**config.mk**
```make
export PLATFORM = sky130hd
export DESIGN_NAME = uart_mem_dump
export DESIGN_NICKNAME = d
export VERILOG_FILES = /design/src/rtl/uart_dump_pkg.sv /design/src/rtl/uart_tx_byte.sv /design/src/rtl/uart_mem_dump.sv
export SDC_FILE = /design/constraint.sdc
export NUM_CORES = 1
export LEC_CHECK = 0
export ABC_AREA = 1
export CAP_MARGIN = 5
export CORE_ASPECT_RATIO = 1.2
export CORE_MARGIN = 2
export CORE_UTILIZATION = 50
export DETAILED_ROUTE_END_ITERATION = 10
export PLACE_DENSITY = 0.83
export SYNTH_ARGS = -nofsm -noshare
export SYNTH_HDL_FRONTEND = slang
export SYNTH_SLANG_ARGS = --single-unit
```
**constraint.sdc**
```tcl
create_clock -name upg_clk_i -period 2.9 [get_ports upg_clk_i]
set_input_delay 0.58 -clock upg_clk_i [delete_from_list [all_inputs] [get_ports upg_clk_i]]
set_output_delay 0.58 -clock upg_clk_i [all_outputs]
set_load 0.02 [all_outputs]
```
**src/rtl/uart_dump_pkg.sv**
```systemverilog
// Shared types and constants for the UART memory dump engine.
// The dump FSM states, serialiser frame constants and a byte-select helper live here.
package uart_dump_pkg;

  localparam int BYTES_PER_WORD = 4;
  localparam int BIT_CNT_W      = 4;
  localparam int FRAME_BITS     = 10;

  localparam logic START_BIT = 1'b0;
  localparam logic STOP_BIT  = 1'b1;

  typedef enum logic [3:0] {
    ST_IDLE,
    ST_RD,
    ST_WAIT,
    ST_LOAD,
    ST_BYTE,
    ST_NEXT,
    ST_CSUM,
    ST_CSUMW,
    ST_FIN
  } dumpState_e;

  // Little-endian byte pick: index 0 is bits 7:0.
  function automatic logic [7:0] wordByte(input logic [31:0] word, input logic [1:0] idx);
    return word[{idx, 3'b000} +: 8];
  endfunction

endpackage

```
**src/rtl/uart_tx_byte.sv**
```systemverilog
// Byte serialiser: 8N1 framing, DIV clock cycles per bit, LSB first.
// ready_o is also high in the final cycle of the stop bit so that a byte
// loaded then starts its start bit with no idle gap.
module uart_tx_byte
  import uart_dump_pkg::*;
#(
  parameter int DIV = 16
) (
  input  logic       clk_i,
  input  logic       rst_i,
  input  logic       load_i,
  input  logic [7:0] data_i,
  output logic       ready_o,
  output logic       tx_o
);

  localparam int BAUD_W = (DIV > 1) ? $clog2(DIV) : 1;
  localparam logic [BAUD_W-1:0]    BAUD_LAST = BAUD_W'(DIV - 1);
  localparam logic [BIT_CNT_W-1:0] FRAME_LEN = BIT_CNT_W'(FRAME_BITS);
  localparam logic [BIT_CNT_W-1:0] LAST_BIT  = BIT_CNT_W'(1);

  logic                 tx_q, tx_d;
  logic [8:0]           shiftReg_q, shiftReg_d;
  logic [BIT_CNT_W-1:0] bitsLeft_q, bitsLeft_d;
  logic [BAUD_W-1:0]    baudCnt_q, baudCnt_d;

  assign ready_o = (bitsLeft_q == '0) || ((bitsLeft_q == LAST_BIT) && (baudCnt_q == BAUD_LAST));
  assign tx_o    = tx_q;

  // Next-state: a load starts a fresh frame, otherwise step the baud counter and shift on bit boundaries.
  always_comb begin
    tx_d       = tx_q;
    shiftReg_d = shiftReg_q;
    bitsLeft_d = bitsLeft_q;
    baudCnt_d  = baudCnt_q;
    if (load_i && ready_o) begin
      tx_d       = START_BIT;
      shiftReg_d = {STOP_BIT, data_i};
      bitsLeft_d = FRAME_LEN;
      baudCnt_d  = '0;
    end else if (bitsLeft_q != '0) begin
      if (baudCnt_q == BAUD_LAST) begin
        baudCnt_d  = '0;
        bitsLeft_d = bitsLeft_q - LAST_BIT;
        if (bitsLeft_q != LAST_BIT) begin
          tx_d       = shiftReg_q[0];
          shiftReg_d = {STOP_BIT, shiftReg_q[8:1]};
        end
      end else begin
        baudCnt_d = baudCnt_q + BAUD_W'(1);
      end
    end
  end

  // Serialiser registers; reset drops any partial frame and parks the line high.
  always_ff @(posedge clk_i or posedge rst_i) begin
    if (rst_i) begin
      tx_q       <= STOP_BIT;
      shiftReg_q <= '1;
      bitsLeft_q <= '0;
      baudCnt_q  <= '0;
    end else begin
      tx_q       <= tx_d;
      shiftReg_q <= shiftReg_d;
      bitsLeft_q <= bitsLeft_d;
      baudCnt_q  <= baudCnt_d;
    end
  end

endmodule

```
**src/rtl/uart_mem_dump.sv**
```systemverilog
// UART read-back engine: reads word_cnt words starting at base from program ROM
// (sel=0) or data memory (sel=1) and sends each as 4 little-endian bytes on tx_o.
// Optional feature macro UART_DUMP_CHECKSUM_EN appends one byte holding the
// mod-256 sum of all data bytes sent.
module uart_mem_dump
  import uart_dump_pkg::*;
#(
  parameter int CLK_FREQ_HZ = 10_000_000,
  parameter int BAUD        = 128_000,
  parameter int ADDR_W      = 14
) (
  input  logic              upg_clk_i,
  input  logic              upg_rst_i,
  input  logic              start_i,
  input  logic              sel_i,
  input  logic [ADDR_W-1:0] base_adr_i,
  input  logic [ADDR_W:0]   word_cnt_i,
  output logic              dump_rd_o,
  output logic [ADDR_W:0]   dump_adr_o,
  input  logic [31:0]       dump_dat_i,
  output logic              tx_o,
  output logic              busy_o,
  output logic              done_o
);

  localparam int DIV = CLK_FREQ_HZ / BAUD;
  localparam logic [ADDR_W:0] ONE_WORD = (ADDR_W+1)'(1);
  localparam logic [2:0]      ALL_BYTES = 3'(BYTES_PER_WORD);

`ifdef UART_DUMP_CHECKSUM_EN
  localparam dumpState_e END_STATE = ST_CSUM;
`else
  localparam dumpState_e END_STATE = ST_FIN;
`endif

  dumpState_e        state_q, state_d;
  logic              sel_q, sel_d;
  logic [ADDR_W-1:0] addr_q, addr_d;
  logic [ADDR_W:0]   remaining_q, remaining_d;
  logic [31:0]       shreg_q, shreg_d;
  logic [2:0]        byteIdx_q, byteIdx_d;
  logic [7:0]        csum_q, csum_d;
  logic              txLoad, txReady;
  logic [7:0]        txByte;

  assign dump_rd_o  = (state_q == ST_RD);
  assign dump_adr_o = {sel_q, addr_q};
  assign done_o     = (state_q == ST_FIN);
  assign busy_o     = (state_q != ST_IDLE) && (state_q != ST_FIN);

  uart_tx_byte #(.DIV(DIV)) txByteInst (
    .clk_i   (upg_clk_i),
    .rst_i   (upg_rst_i),
    .load_i  (txLoad),
    .data_i  (txByte),
    .ready_o (txReady),
    .tx_o    (tx_o)
  );

  // Dump sequencing: fetch a word, feed its bytes to the serialiser back-to-back, then advance.
  always_comb begin
    state_d     = state_q;
    sel_d       = sel_q;
    addr_d      = addr_q;
    remaining_d = remaining_q;
    shreg_d     = shreg_q;
    byteIdx_d   = byteIdx_q;
    csum_d      = csum_q;
    txLoad      = 1'b0;
    txByte      = 8'h00;
    case (state_q)
      ST_IDLE: begin
        if (start_i) begin
          sel_d       = sel_i;
          addr_d      = base_adr_i;
          remaining_d = word_cnt_i;
          csum_d      = 8'h00;
          state_d     = (word_cnt_i == '0) ? END_STATE : ST_RD;
        end
      end
      ST_RD:   state_d = ST_WAIT;
      ST_WAIT: state_d = ST_LOAD;
      ST_LOAD: begin
        shreg_d   = dump_dat_i;
        txLoad    = 1'b1;
        txByte    = dump_dat_i[7:0];
        csum_d    = csum_q + dump_dat_i[7:0];
        byteIdx_d = 3'd1;
        state_d   = ST_BYTE;
      end
      ST_BYTE: begin
        if (txReady) begin
          if (byteIdx_q != ALL_BYTES) begin
            txLoad    = 1'b1;
            txByte    = wordByte(shreg_q, byteIdx_q[1:0]);
            csum_d    = csum_q + txByte;
            byteIdx_d = byteIdx_q + 3'd1;
          end else begin
            state_d = ST_NEXT;
          end
        end
      end
      ST_NEXT: begin
        addr_d      = addr_q + ADDR_W'(1);
        remaining_d = remaining_q - ONE_WORD;
        state_d     = (remaining_q == ONE_WORD) ? END_STATE : ST_RD;
      end
      ST_CSUM: begin
        txLoad  = 1'b1;
        txByte  = csum_q;
        state_d = ST_CSUMW;
      end
      ST_CSUMW: begin
        if (txReady) state_d = ST_FIN;
      end
      ST_FIN:  state_d = ST_IDLE;
      default: state_d = ST_IDLE;
    endcase
  end

  // State and captured-request registers.
  always_ff @(posedge upg_clk_i or posedge upg_rst_i) begin
    if (upg_rst_i) begin
      state_q     <= ST_IDLE;
      sel_q       <= 1'b0;
      addr_q      <= '0;
      remaining_q <= '0;
      shreg_q     <= '0;
      byteIdx_q   <= '0;
      csum_q      <= '0;
    end else begin
      state_q     <= state_d;
      sel_q       <= sel_d;
      addr_q      <= addr_d;
      remaining_q <= remaining_d;
      shreg_q     <= shreg_d;
      byteIdx_q   <= byteIdx_d;
      csum_q      <= csum_d;
    end
  end

endmodule

```
# Yosys cells after proc, flatten, opt, wreduce, memory -nomap -nowiden
# Index checks and enable logic that the tools add are counted.
# totals
word_cells,99
output_inout_bits,19
register_bits,98
# op_classes
shift,1
n_addsub,7
reduce_logical,23
mux,38
n_eq_ne,19
# ops
operator,n
8-bit case mux with 3 select lines,2
8-bit two-way mux,5
4-bit two-way mux,9
9-bit two-way mux,4
4-bit case mux with 8 select lines,1
32-bit by 6-bit indexed part select with 8-bit output,1
15-bit case mux with 2 select lines,1
14-bit case mux with 2 select lines,1
7-bit two-way mux,3
8-bit adder,2
"4-bit by 3-bit == test with 1-bit output, second input constant",4
"15-bit by 1-bit == test with 1-bit output, second input constant",1
15-bit zero test,1
15-bit two-way mux,1
"15-bit by 1-bit subtractor with 15-bit output, second input constant",1
"14-bit by 1-bit adder with 14-bit output, second input constant",1
14-bit two-way mux,1
2-bit nonzero test,5
"4-bit by 1-bit == test with 1-bit output, second input constant",2
"4-bit by 2-bit == test with 1-bit output, second input constant",2
4-bit zero test,2
4-bit AND reduction,2
4-bit nonzero test,2
"7-bit by 1-bit adder with 7-bit output, second input constant",1
19 further kinds,33

# Longest topological paths before layout
# Gate-level depths: netlist of the first run.
# logic_depth
depth_word,8
ltp_mapped,15
mapped_depth_nobuf,14

# Hierarchy
# A second synthesis of the first run with hierarchy kept.
# unflattened
cells_unflattened,820
area_unflattened_um2,6002.0
# by_module_without_submodules
module,area_each_um2,seq_area_each_um2,cells_each,n_inst
uart_mem_dump,4775.8,1926.8,672,1
uart_tx_byte,1226.2,511.7,148,1

# Least setup slack after synthesis of the first run
# No wires, ideal clock.
# synth_timing
path_kind,reg2reg
from,reg state_q[3]
to,reg csum_q[6]
t_arrival_ns,2.246
required_ns,2.770
synth_period_minus_slack_ns,2.376
path_buffers,2
path_stages_with_launch,13
setup_ns,0.130
setup_slack_ns,0.524
cell_sequence,dfrtp_1 -> inv_1 -> nand2_1 -> nor2_1 -> buf_2 -> clkbuf_1 -> o21ai_0 -> ha_1 -> fa_1 -> nand4_1 -> nand3_1 -> xnor2_1 -> o21ai_0
# synth_via
elab_chain_cells,3
# synth_rtl
item,line_no,source
from (decl),uart_mem_dump.sv:36,"dumpState_e state_q, state_d;"
from (signal assigned),uart_mem_dump.sv:132,state_q <= state_d;
4-bit by 3-bit == test with 1-bit output (tied with other cells),uart_mem_dump.sv:71,case (state_q)
2-bit inequality test (no line) (tied with other cells),--,
4-bit AND reduction (no line),--,
to (signal assigned),uart_mem_dump.sv:138,csum_q <= csum_d;
to (decl),uart_mem_dump.sv:42,"logic [7:0] csum_q, csum_d;"
# Parallel ways exist; a longest one is shown, timed or not.
# A chain may end at the register's enable or synchronous reset.

# Final worst setup path of the first run
# layout_timing
from,reg byteIdx_q[0]
to,reg csum_q[4]
# layout_via
elab_chain_cells,5
# layout_rtl
item,line_no,source
from (decl),uart_mem_dump.sv:41,"logic [2:0] byteIdx_q, byteIdx_d;"
from (signal assigned),uart_mem_dump.sv:137,byteIdx_q <= byteIdx_d;
32-bit by 6-bit indexed part select with 8-bit output,uart_dump_pkg.sv:26,"return word[{idx, 3'b000} +: 8];"
8-bit adder,uart_mem_dump.sv:96,csum_d = csum_q + txByte;
8-bit two-way mux,uart_mem_dump.sv:93,if (byteIdx_q != ALL_BYTES) begin
8-bit two-way mux,uart_mem_dump.sv:92,if (txReady) begin
8-bit case mux with 3 select lines,uart_mem_dump.sv:71,
# Parallel ways exist; a longest one is shown, timed or not. The select of a mux whose other input is x is not followed.

==> metrics.txt, run 1 <==
min cycle time layout=2.518 ns; Top FF cell, synth=dfrtp_1; post-CTS sizing=0; Rel. slew slack=0.6068; Worst Path Arrival=2.78 ns; unrepaired setup endpoints after global routing=no; switching portion of total power=0.4522; Worst-Skew Late Latency=0.35 ns; H-tree depth=3; WL/cell=roughly 13 µm; slew at the pin closest to its max-slew limit=0.5891 ns; Area Overhead vs Synth=21.76%; vias=5459; biggest area consumer among synthesized cells=dfrtp_1; die area=12510 µm²; worst hold slack=0.4653 ns; first-pass GRT wire length=around 23 mm; Worst Skew=0.01187 ns; setup TNS=0 ns; starting density of the core=0.5073; Max Cap Violations=0; Worst Setup End Kind=flip-flop; synth unique cells=42; IO Port Bufs=83; Post-CTS Setup Inserts=0; number of synthesized flops with an enable pin=0; Die Ht=122.1 µm; outcome=completed; vias per std cell=approximately 5.3; register bit count reported by yosys=97; Pint=4.300 mW; Worst-path clk slew=0.07 ns; nets=957; commonest non-fill, non-tap cell in the layout=nand2_1; Final Wtd Congestion=0.9027; post-route ant nets=0; period utilisation layout=0.8681; hpwl dp=10.05 mm; static leakage=between 3 and 4 nW; CTS tree=built; combinational fraction of design power=0.527; CP startpoint kind=flip-flop; WS Path Type=flip-flop to flip-flop; DR iter-0 viols=221; Final setup violation count=0; core area=11460 µm²; CTS Hold Bufs=0; Yosys warnings=0; post-synth top area share=0.3788; Overflow after GRT=0; diode count=0; Max Fclk=about 400 MHz; pwr/cell area=1109 nW/µm²; NetSw=around 3.5 mW; Clk network pwr share=0.143; CTS Root Cell=clkbuf_16; FFs w/ async S/R, synth=1.000; clock sink total=97; Syn Nets=880; Synth Cell Area=5813 µm²; Final Max Slew Viols=0; HP Class=flip-flop to flip-flop; syn_area_per_cell=~7.3 µm²; IO Count=84; Syn Inst Count=798; Final Hold Viols=0; die width=102.4 µm; Placement Rows=43; Seq pwr share=0.330; drt drc=0; antenna violations before repair=0; Critical Path Fanout Max=28; Peak supply drop=520.0 µV; CTS max path bufs=2; sequential fraction of the synthesis area=0.4195; Critical Path RT=3.17 ns; largest net degree at the start of global routing=54; vias in the first global route=5295; CTS Buf Count=9; Routed WL=13.72 mm; dominant cells by area after synthesis=dfrtp_1, nand2_1, inv_1; most frequent cells in the layout=nand2_1, dfrtp_1, inv_1, clkdlybuf4s50_1, nor2_1; layout cells sized above 1=0.06364; GRT Total Usage=0.2345; 1st-pass router iterations=5
logic make-up after synthesis:
| logic type | after synthesis | share of synthesized area |
|---|---|---|
| XOR/XNOR | 16 | 0.02411 |
| flip-flops | 97 | 0.4195 |
| adder cells (fa/ha/maj) | 17 | 0.03788 |
| buffers and inverters | 114 | 0.07899 |
| AND/OR/NAND/NOR | 430 | 0.3097 |
| AO/OA/AOI/OAI | 124 | 0.1298 |
critical path, stage by stage (launching register included):
cell and delay [ns]:
dfrtp_1 0.42, inv_1 0.15, buf_4 0.30, nand2_1 0.10, o211ai_1 0.10, nand2_1 0.09, nand2_1 0.06, o21ai_0 0.08
ha_1 0.23, fa_1 0.43, a31o_2 0.23, nand2_1 0.06, nand2_1 0.06, o21ai_1 0.15
stage by stage:
stage / setup slack [ns] / power [mW] / instance area, µm² / utilization / instances
after floorplan: 0.5242 / 5.604 / 5817 / - / 798
after global placement: 0.4813 / 6.589 / 6798 / 0.5932 / 1021
after detailed placement: 0.4197 / 6.704 / 6798 / 0.5932 / 1021
after CTS: 0.3956 / 7.873 / 7078 / 0.6176 / 1037
after global routing: 0.1946 / 8.615 / 7078 / 0.6176 / 1037
final: 0.3824 / 7.850 / 7078 / 0.6176 / 1037
layout make-up:
cell class                      instances  area (µm²)
Fill cell                            1028        4382
Multi-Input combinational cell        587        2918
Clock buffer                           10       239.0
Inverter                               88       334.1
Tap cell                              157       196.4
Timing Repair Buffer                   92       910.9
Sequential cell                        97        2439
Clock inverter                          6       41.29
state kept, by name, summed over array words and instances, names as in the netlist, 4 cells and up:
register / count
txByteInst.shiftReg_q: 8
csum_q: 8
txByteInst.baudCnt_q: 7
remaining_q: 15
state_q: 4
txByteInst.bitsLeft_q: 4
shreg_q: 32
addr_q: 14
layer usage:
metal  vias to the layer above  track usage  share of wire
met5                         -            0              0
met4                         0       0.1075          0.028
met3                        29      0.02926          0.048
met2                       149       0.4073           0.51
met1                      2541       0.2870           0.42
li1                       2740            -              -
power groups by stage:
stage / Clock [mW] / Sequential (mW) / Combinational [mW]
global placement: 0 / 2.58 / 4.01
global route: 1.21 / 2.68 / 4.72
CTS: 1.14 / 2.58 / 4.15
detailed placement: 0 / 2.60 / 4.11
finish: 1.12 / 2.59 / 4.14
floorplan: 0 / 2.59 / 3.01
path summary, 6_finish.rpt:
path	from	to	slack [ns]	cells past startpoint
worst max-delay path	byteIdx_q[0]	csum_q[4]	0.38	13
worst min-delay path	txByteInst.shiftReg_q[5]	txByteInst.shiftReg_q[5]	0.47	2
worst max register to register	byteIdx_q[0]	csum_q[4]	0.38	13
worst min register to register	txByteInst.shiftReg_q[5]	txByteInst.shiftReg_q[5]	0.47	2
max in group asynchronous	upg_rst_i	state_q[0]	1.64	3
min in group asynchronous	upg_rst_i	shreg_q[4]	0.63	2
synth_stat cells (7+ instances only):
cell type,number
inv_1,84
nand4_1,10
o21ai_0,50
clkbuf_1,8
nand2_1,255
o211ai_1,19
nor3_1,8
o22ai_1,13
o21bai_1,7
dfrtp_1,88
ha_1,16
a21oi_1,18
nor2_1,81
xor2_1,12
nand3_1,58
dfstp_2,9
buf_2,16
Note: power is estimated with default switching activity, not from simulation.
==> inputs of run 2 (changes only) <==
--- a/config.mk
+++ b/config.mk
@@ -11,6 +11,7 @@
 export CORE_MARGIN = 2
 export CORE_UTILIZATION = 50
 export DETAILED_ROUTE_END_ITERATION = 10
+export HOLD_SLACK_MARGIN = 0.12
 export PLACE_DENSITY = 0.83
 export SYNTH_ARGS = -nofsm -noshare
 export SYNTH_HDL_FRONTEND = slang
==> results of run 2 <==
Final layout, timing and power as in run 1 (identical DEF).
==> variant 1: new RTL, config.mk and constraints of run 1 <==
The 9 states of `dumpState_e` get a one-hot encoding in 9 bits.
--- a/src/rtl/uart_dump_pkg.sv
+++ b/src/rtl/uart_dump_pkg.sv
@@ -11,12 +11,12 @@
 
-  typedef enum logic [3:0] {
-    ST_IDLE,
-    ST_RD,
-    ST_WAIT,
-    ST_LOAD,
-    ST_BYTE,
-    ST_NEXT,
-    ST_CSUM,
-    ST_CSUMW,
-    ST_FIN
+  typedef enum logic [8:0] {
+    ST_IDLE  = 9'b000000001,
+    ST_RD    = 9'b000000010,
+    ST_WAIT  = 9'b000000100,
+    ST_LOAD  = 9'b000001000,
+    ST_BYTE  = 9'b000010000,
+    ST_NEXT  = 9'b000100000,
+    ST_CSUM  = 9'b001000000,
+    ST_CSUMW = 9'b010000000,
+    ST_FIN   = 9'b100000000
   } dumpState_e;
Check against the original RTL: same outputs for any inputs over 10 cycles, from zero or initial values and one cycle with upg_rst_i high; not proved beyond that.
==> variant 1 against run 1 <==
- clock skew decreased by 0.0034 ns
- first-iteration DRC count grew 45%
- routed wire length fell by 6.2%
- sequential power is 13% lower
- combinational power decreased by 43%
- clock power decreased by 4%
- final area decreased by 8.6%
- power fell by 28%
- register-to-register slack better by 0.36 ns
- synthesized area shrank 9.2%
- largest cell class unchanged
- highest routed layer unchanged
- largest power group unchanged
- die area down 8.9%
- sequential cell count down 5
- non-clock buffer count down 3
- setup slack lost 0.046 ns
==> variant 1: results (changes against run 1) <==
[hold_path]
min_from = txByteInst.tx_o
whs_endpoint = txByteInst.tx_o

[synthesis]
synth_xor_area_share_pct = 1.991  ; -0.42 points
synth-compound-area-share_pct = 10.90  ; -2.1 points
muxShareOfSynthArea_pct = 0.6400  ; +0.64 points
synth.avg_cell_area_um2 = 7.301  ; +0.23%
synth_fp_nets = 797  ; -9.4%
synth.area.top_cells = dfrtp_1 (39%), nand2_1 (16%), nor2_1 (6.7%), o21ai_0 (5.2%), dfstp_2 (5.0%)

[worst_setup_path]
slowest_delay_ns = 0.68  ; +0.25 ns
slowest_stage = clkdlybuf4s50_1
ff2ff_path_depth = 10  ; -3
worst_path_dominant_cell_family = buffers and inverters
critPathMaxFanout = 4  ; -86%

[layout]
drive_above_1_share_pct = 8.095  ; +1.7 points
final_nets = 872  ; -8.9%

[sta]
skew_ns = 0.008481  ; -0.003393 ns
whs_ns = 0.4660  ; +0.0007160 ns

[status]
status = finished, final reports clean

[global_routing]
grt_pass1_vias = 4761  ; -10%
grt_pass1_wl_um = 21540  ; -8.3%
grt_max_degree = 47  ; -13%

[routing]
drt-initial-drc-count = 320  ; +45%
routed_via_density = 5.385  ; +2.3%
avgRoutedWirePerCell_um = 13.81  ; +4.4%

[pwr]
leakage_nw = 3.025  ; -11%

-- variant 1: layout make-up --
| cell class | count | share of cell area [%] |
|---|---|---|
| Clock buffer | 14 | 3.928 |
| Clock inverter | 2 | 0.1935 |
| Inverter | 72 | 4.238 |
| Multi-Input combinational cell | 534 | 39.42 |
| Sequential cell | 92 | 35.80 |
| Tap cell | 129 | 2.496 |
| Timing Repair Buffer | 89 | 13.93 |
-- variant 1: per-layer routing --
| layer | track usage (%) | up-vias | routed length (um) |
|---|---|---|---|
| met5 | 0 | - | 0 |
| met4 | 10.09 | 0 | 334 |
| met3 | 5.266 | 27 | 713 |
| met2 | 38.25 | 167 | 6403 |
| met1 | 29.48 | 2357 | 5419 |
| li1 | - | 2468 | - |
-- variant 1: kinds of logic after synthesis --
logic type / count (synthesis)
and+or+nand+nor: 409
adders and majority gates: 9
xor gates and xnor gates: 12
AOI/OAI and AO/OA: 102
buffers and inverters: 97
muxes: 2
DFF: 92
-- variant 1: power breakdown --
part	internal [W]	total [W]	switching, W
registers	0.00181	0.00225	0.000437
logic	0.000932	0.00235	0.00142
clock network	0.000605	0.00108	0.000479
-- variant 1: worst max path at each step --
stage                          start         to  slack (ns)  cells after the start
after floorplan           state_q[2]     busy_o        0.73                      4
after global routing      state_q[2]     done_o        0.24                      4
after CTS                 state_q[3]     done_o        0.32                      4
final                     state_q[3]     done_o        0.34                      4
after detailed placement     start_i  addr_q[4]        0.66                      6
after global placement    state_q[2]     done_o        0.73                      4
-- variant 1: tightest hold or removal path, delay by kind of cell, from the launching register on --
kind / cells / cell delay, ns
flops: 1 / 0.37
simple gates: 2 / 0.09
-- variant 1: metrics by stage --
step | total power (W) | area (um^2)
3_5_place_dp | 0.004583 | 6200
3_3_place_gp | 0.004444 | 6200
6_report | 0.005686 | 6466
4_1_cts | 0.005682 | 6466
2_1_floorplan | 0.003869 | 5283
5_1_grt | 0.006113 | 6466
==> variant 2: new RTL, flow settings as in run 1 <==
Made on the original files. Change the parameter `CLK_FREQ_HZ` from 10_000_000 to 5_000_000.
--- a/src/rtl/uart_mem_dump.sv
+++ b/src/rtl/uart_mem_dump.sv
@@ -7,3 +7,3 @@
 #(
-  parameter int CLK_FREQ_HZ = 10_000_000,
+  parameter int CLK_FREQ_HZ = 5_000_000,
   parameter int BAUD        = 128_000,
Check against the original RTL: same outputs for any inputs over 10 cycles, from zero or initial values and one cycle with upg_rst_i high; that may be too few to reach the edited logic, so the function may still have changed.
==> variant 2 against run 1 <==
- setup slack got worse by 0.072 ns
- routed wire length rose by 2.8%
- final area rose by 0.64%
- sequential cell count fell by 1
- synthesized area rose by 0.30%
- synthesized cell count fell by 0.50%
- critical endpoint is now csum_q[7]
Power is not compared: it rests on default switching activity, and its combinational part moved more than twofold at a synthesized area within 25%.
==> variant 2: results (changes against run 1) <==
[status]
status = finished, final reports clean

[routing]
routed_via_density = 5.243  ; -0.39%
wl_um = 14100  ; +2.8%
dr_wl_met3_um = 768  ; +16%
drt_pass1_iterations = 4  ; -1
wl_met1_um = 5856  ; +2.6%

[worst_setup_path]
rrSetupSlack_ns = 0.31  ; -0.07 ns
worstPathArrival_ns = 2.88  ; +0.10 ns
endpoint = csum_q[7]
critPathMaxFanout = 13  ; -54%

[layout]
final_nets = 955  ; -0.21%
drive_above_1_share_pct = 8.087  ; +1.7 points

[placement]
hpwl_um = 10130  ; +0.83%
place_ws_ns = 0.2788  ; -0.1409 ns

[synthesis]
synth_fp_nets = 876  ; -0.45%
synth-seq-area-share_pct = 41.39  ; -0.56 points
yosys-top-cells-count = nand2_1 (253), dfrtp_1 (87), inv_1 (82)
synth.distinct_cells = 45  ; +7.1%
synth.area.top_cells = dfrtp_1 (37%), nand2_1 (16%), inv_1 (5.3%), nand3_1 (5.2%), o21ai_0 (4.5%)

[global_routing]
grt_max_degree = 97  ; +80%
grt_pass1_vias = 5304  ; +0.17%
grt_pass1_wl_um = 24060  ; +2.4%

[sta]
worst_slew_pin_slew_ns = 0.5358  ; -0.05335 ns
min_period_over_period_pct = 89.30  ; +2.5 points
skew_ns = 0.01440  ; +0.002529 ns

## variant 2: report_power, final
part	internal [W]	total, W	switching, W
combinational	0.000155	0.000301	0.000146
sequential	0.00139	0.00142	0.0000309
clock	0.000618	0.00121	0.000595
total	0.00216	0.00293	0.000772
## variant 2: logic make-up (layout without fill, tap and decap cells)
logic type | Yosys count | after routing | share of synthesized area [%]
adder cells (fa/ha/maj) | 17 | 17 | 3.777
buffers and inverters | 114 | 198 | 8.026
flip-flops | 96 | 96 | 41.39
AO/OA/AOI/OAI | 127 | 127 | 13.18
XOR/XNOR | 13 | 13 | 1.953
AND/OR/NAND/NOR | 427 | 427 | 31.67
## variant 2: what timing repair did
action / 4_1_cts / 5_1_grt
hold buffers: 0 / 0
endpoints found under the setup margin: 0 / 4
resized for setup: 0 / 2
## variant 2: through the flow
stage                     area (um^2)  cells  hold WS, ns  utilization [%]
after detailed placement         6809   1018       0.4557            59.42
after CTS                        7111   1034       0.4678            62.05
after global placement           6809   1018       0.4525            59.42
after floorplan                  5834    794       0.4431                -
final                            7123   1035       0.4639            62.16
after global routing             7123   1035       0.4805            62.16
## variant 2: worst min-delay path by stage
stage	from	endpoint	slack [ns]	cells past startpoint
final	txByteInst.shiftReg_q[5]	txByteInst.shiftReg_q[5]	0.46	2
after detailed placement	txByteInst.shiftReg_q[5]	txByteInst.shiftReg_q[5]	0.46	2
after global placement	txByteInst.shiftReg_q[4]	txByteInst.shiftReg_q[4]	0.45	2
after floorplan	sel_q	sel_q	0.44	2
after CTS	txByteInst.shiftReg_q[5]	txByteInst.shiftReg_q[5]	0.47	2
after global routing	txByteInst.shiftReg_q[2]	txByteInst.shiftReg_q[2]	0.48	2
## variant 2: critical path, stage by stage, from the launching register on
cell        delay (ns)
dfrtp_1           0.49
clkinvlp_2        0.44
o211ai_1          0.30
nand2_1           0.12
nand2_1           0.07
o21ai_0           0.09
ha_1              0.37
inv_1             0.08
o21bai_1          0.18
nand2_1           0.07
nand3_1           0.09
nand3b_1          0.11
nand3_1           0.08
nand2_1           0.06
## variant 2: cell type report
cell class | instances | area share [%]
Clock buffer | 9 | 3.162
Clock inverter | 7 | 1.071
Inverter | 90 | 4.971
Multi-Input combinational cell | 584 | 41.40
Sequential cell | 96 | 33.88
Tap cell | 157 | 2.758
Timing Repair Buffer | 91 | 12.68
Timing Repair inverter | 1 | 0.07026
## variant 2: per-layer routing
layer  vias to the layer above  global-route usage [%]
met5                         -                       0
met4                         0                   9.667
met3                        31                   4.499
met2                       157                   42.40
met1                      2508                   29.52
li1                       2731                       -
